## config.mk

```make
export PLATFORM = sky130hd
export DESIGN_NAME = sat_counter
export DESIGN_NICKNAME = d
export VERILOG_FILES = /design/src/rtl/sat_counter.sv
export SDC_FILE = /design/constraint.sdc
export NUM_CORES = 1
export LEC_CHECK = 0
export CORE_MARGIN = 2
export CORE_UTILIZATION = 49
export DETAILED_ROUTE_END_ITERATION = 7
export GPL_ROUTABILITY_DRIVEN = 0
export PLACE_DENSITY = 0.78
export REMOVE_ABC_BUFFERS = 1
export SKIP_LAST_GASP = 1
export SLEW_MARGIN = 0
export SYNTH_ARGS = -nofsm -noshare
export SYNTH_HDL_FRONTEND = slang
export SYNTH_SLANG_ARGS = --single-unit
```

## constraint.sdc

```tcl
create_clock -name clk -period 2 [get_ports clk]
set_clock_uncertainty 0.1 [all_clocks]
set_input_delay 0.5 -clock clk [delete_from_list [all_inputs] [get_ports clk]]
set_output_delay 0.5 -clock clk [all_outputs]
set_load 0.05 [all_outputs]
```

## src/rtl/sat_counter.sv

```systemverilog
// Event counter with synchronous clear; optionally sticks at all-ones
// instead of wrapping.
module sat_counter #(
  parameter int unsigned W        = 16,
  parameter bit          SATURATE = 1'b1
) (
  input  logic         clk,
  input  logic         rst_n,
  input  logic         inc,
  input  logic         clr,
  output logic [W-1:0] count
);

  logic [W-1:0] count_q;
  logic [W-1:0] count_d;

  // Next count: clear wins over increment; increment stops at full scale.
  always_comb begin
    count_d = count_q;
    if (clr) begin
      count_d = '0;
    end else if (inc && !(SATURATE && (&count_q))) begin
      count_d = count_q + W'(1);
    end
  end

  // Count register.
  always_ff @(posedge clk or negedge rst_n) begin
    if (!rst_n) begin
      count_q <= '0;
    end else begin
      count_q <= count_d;
    end
  end

  assign count = count_q;

endmodule

```

# After elaboration in Yosys (flattened, before gate mapping)
# Cells that the tools add are included.
[word_totals] reg_bits=16 latchBits=0 mem_bits_rw=0 romBits=0 input_bits=4 output_inout_bits=16 word_cells=8 n_memories=0
[classes] n_addsub=1 multipliers=0 div_mod_pow=0 order_cmp=0 n_eq_ne=0 n_shift=0 muxes=2 bitwise=0 n_reduce_logical=4
[op_table] op="$mux 16" count=2
[op_table] op="$add 16x1->16 const B" count=1
[op_table] op="$reduce_and 16->1" count=1
[op_table] op="$reduce_bool 2->1" count=1
[op_table] op="$logic_and 1x1->1" count=1
[op_table] op="$logic_not 1->1" count=1

# Logic depth before layout (Yosys ltp)
# Gate-level depths: netlist of run 1.
[logic_depth] word_depth=5 mapped_depth=5

# Least setup slack after synthesis of run 1
# No wires, ideal clock.
[synth_path] path_type="reg-to-reg" from="reg count_q[12] (netlist: count[12])" to="reg count_q[0] (netlist: count[0])" arrival_time_ps=1737 setup_slack_ps=37 stages_incl_launch_ff=5 synth_period_minus_slack_ps=1963 cell_sequence="dfrtp_1 nand4_1 nor3_4 a21boi_2 mux2_4"
[synth_between] elab_chain_cells=4
[synth_lines] element="start, declared" line_no="14" source="logic [W-1:0] count_q;"
[synth_lines] element="start signal, assigned" line_no="32" source="count_q <= count_d;"
[synth_lines] element="$reduce_and 16->1" line_no="22" source="end else if (inc && !(SATURATE && (&count_q))) begin"
[synth_lines] element="$logic_not 1->1" line_no="22"
[synth_lines] element="$logic_and 1x1->1" line_no="22"
[synth_lines] element="$reduce_bool 2->1 (no line)"
# Every way passes these cells.
# A chain may end at the register's enable or synchronous reset.

# Worst setup path after layout of run 1
[layout_path] from="in inc" to="reg count_q[11] (netlist: count[11])"
[layout_between] elab_chain_cells=2
[layout_lines] element="start, declared" line_no="9" source="input logic inc,"
[layout_lines] element="$logic_and 1x1->1" line_no="22"
[layout_lines] element="$reduce_bool 2->1 (no line)"
# Every way passes these cells.

==> results of run 1 <==
==> critical path, cell delays in order <==
cell	delay, ns
clkdlybuf4s50_1	0.50
and4_4	0.27
nand3_4	0.10
buf_4	0.16
or3_1	0.31
a21oi_1	0.16
==> cell families after synthesis <==
group / synth area share [%]
AND/OR/NAND/NOR: 32.0
XOR/XNOR: 0.953
multiplexers: 5.03
adder cells (fa/ha/maj): 1.36
AO/OA/AOI/OAI: 15.5
buffers and inverters: 1.63
flip-flops: 43.5
==> layout make-up <==
type | instances | area, um2
tap | 25 | 31.3
inverter | 2 | 7.51
multi-input combinational | 75 | 504
timing repair buffer | 26 | 203
clock buffer | 4 | 36.3
fill | 161 | 563
sequential | 16 | 400
==> placed cells by master (no fill, tap or decap) <==
cell             synthesis  routed
buf_4                    0      23
dfrtp_1                 16      16
a21oi_1                  8       8
nor2_1                   8       8
nand2_1                  7       7
nand3_1                  4       4
o21ai_0                  4       4
or3_1                    4       4
and2_1                   3       3
nand2b_1                 3       3
o31ai_1                  3       3
a31oi_1                  3       3
nor3_1                   3       3
clkbuf_4                 0       3
clkdlybuf4s50_1          0       3
inv_1                    2       2
mux2i_1                  2       2
nor2b_1                  2       2
or4_1                    2       2
nand4_2                  1       1
nand4_1                  1       1
nor4_2                   1       1
nor3_4                   1       1
a21boi_2                 1       1
mux2_4                   1       1
and3_1                   1       1
and3_2                   1       1
o2111ai_2                1       1
and4_1                   1       1
and4_4                   1       1
nand3_4                  1       1
o211ai_1                 1       1
nor4_1                   1       1
xor2_1                   1       1
nor3b_1                  1       1
mux2_2                   1       1
o21bai_1                 1       1
ha_1                     1       1
clkbuf_8                 0       1
==> path summary, 6_finish.rpt <==
kind                           start        end  slack (ns)  cells after the start
min                            rst_n  count[11]        0.42                      2
max reg2reg                count[12]   count[0]        0.21                      4
min reg2reg                count[15]  count[15]        0.50                      2
min in group clk           count[15]  count[15]        0.50                      2
max                              inc  count[11]        0.12                      6
max in group asynchronous      rst_n   count[2]        1.19                      2
==> power groups by stage <==
| stage | registers, W | clock network (W) | logic (W) |
|---|---|---|---|
| after floorplan | 0.000351 | 0 | 0.0000142 |
| after global placement | 0.000338 | 0 | 0.0000586 |
| after detailed placement | 0.000338 | 0 | 0.0000598 |
| after CTS | 0.000332 | 0.000222 | 0.0000602 |
| after global routing | 0.000333 | 0.000237 | 0.0000648 |
| final | 0.000332 | 0.000217 | 0.0000593 |
==> per-stage QoR <==
step           setup TNS (ns)  util, %  hold slack [ns]
6_report                    0     67.7            0.420
3_3_place_gp           -0.553     65.7            0.454
4_1_cts                     0     67.7            0.425
5_1_grt                     0     67.7            0.430
2_1_floorplan               0        -            0.104
3_5_place_dp           -0.826     65.7            0.468
==> metal layers <==
metal / global-route usage (%) / part of all wire [%] / vias up
li1: - / - / 408
met1: 26.7 / 45 / 415
met4: 5.56 / 0.29 / 0
met2: 40.8 / 50 / 20
met3: 7.31 / 4.4 / 2
met5: 0 / 0 / -
==> results.ini, run 1 <==
[power_and_ir_drop]
pwr_density_cell_nw_per_um2 = 515
p_int_w = 0.000462
clockPowerShare_pct = 35.7
power_leakage_nw = 0.524
power_switching_w = 0.000147
power_w = 0.000609
power_frac_comb_pct = 9.8
p_sw_share_pct = 24.1
irDropWorstVdd_v = 0.000349
seqPwrFrac_pct = 54.6

[hold_path]
hold_class = input port to async pin

[sta]
relSlewSlack_pct = 74.7
tightest_slew_ns = 0.376
setup_viol = 0
hold_viol_final = 0
min_period_ns = 1.88
fin_crit_sh_pct = 94.0
setup_ws_ns = 0.120
maxSlewViolCount = 0
fmax_ghz = 0.532
rsz0062_at_grt = no

[yosys]
syn-instance-count = 95
yosysSeqAreaShare_pct = 43.5
yosys-top-cells-area = dfrtp_1 (44%), a21oi_1 (4.4%), nor2_1 (3.3%)
yosys.area.top_type_share_pct = 43.5
yosysMostFrequentCell = dfrtp_1
yosys_warnings = 0
async_flop_share_pct = 100
synth_edf_count = 0
syn_area_per_cell_um2 = 9.68
synth_top_flop_cell = dfrtp_1
synth_common_cells = dfrtp_1 (16), a21oi_1 (8), nor2_1 (8), nand2_1 (7)
ys_ff_latch = 16
syn_area_um2 = 920
ys_types = 36
synth_top_area_cell = dfrtp_1

[routing]
num_vias = 845
viasPerCell = 5.71
drt-total-wl_um = 2090
drt_pass1_iterations = 4
wl_per_cell_um = 14.1
detail-route-antenna-nets = 0
drcViolationCount = 0
first_iter_violations = 7

[setup_path]
endpoint_kind = register
arrival_ns = 2.00
critPathLaunchType = input port
path_max_fanout = 6
required_ns = 2.12
path_class = input port to register

[die]
ios = 20
core-area_um2 = 1750
rows = 15
die_w_um = 47.3
initial_core_util_pct = 52.7
die_area_um2 = 2240
fp.dieH_um = 47.3

[global_routing]
overflow = 0
antenna_found_initial = 0
grt_pass1_wl_um = 3620
track_usage_pct = 23.0
grt_pass1_vias = 855
grt_max_degree = 17

[cts]
cts-root-buf = clkbuf_4
clock_latency_ns = 0.29
clk_pin_slew_ns = 0.10
cts_resized = 0
cts_inserted_buffers = 3
htreeDepth = 1
post_cts_buffers = 0
cts_sinks = 16
cts_tree = yes
cts_buffer_depth = 2
hold_buffers = 0

[layout]
layout.nets = 129
final_cells = 148
largest_reg_flops = 16
area_growth_pct = 28.6
layout-drive-gt1-share_pct = 30.1
diodes = 0
final_cell_area_um2 = 1180

[run]
maxCapViolCount = 0

[place]
dp.cells = 144
place_area_um2 = 1150
post-dp-hpwl_um = 1570
place_ws_ns = -0.185
port_buffers = 19

[status]
status = finished clean

No activity file was read; power rests on OpenSTA's default activity.
==> run 2, diff against run 1 <==
Settings changed: CAP_MARGIN set to 0.
==> results of run 2 <==
The final DEF is identical to that of run 1; final timing and power are the same.
==> run 3, diff against run 2 <==
Settings changed: ABC_AREA set to 0.
==> results of run 3 <==
The final DEF is identical to that of run 1; final timing and power are the same.
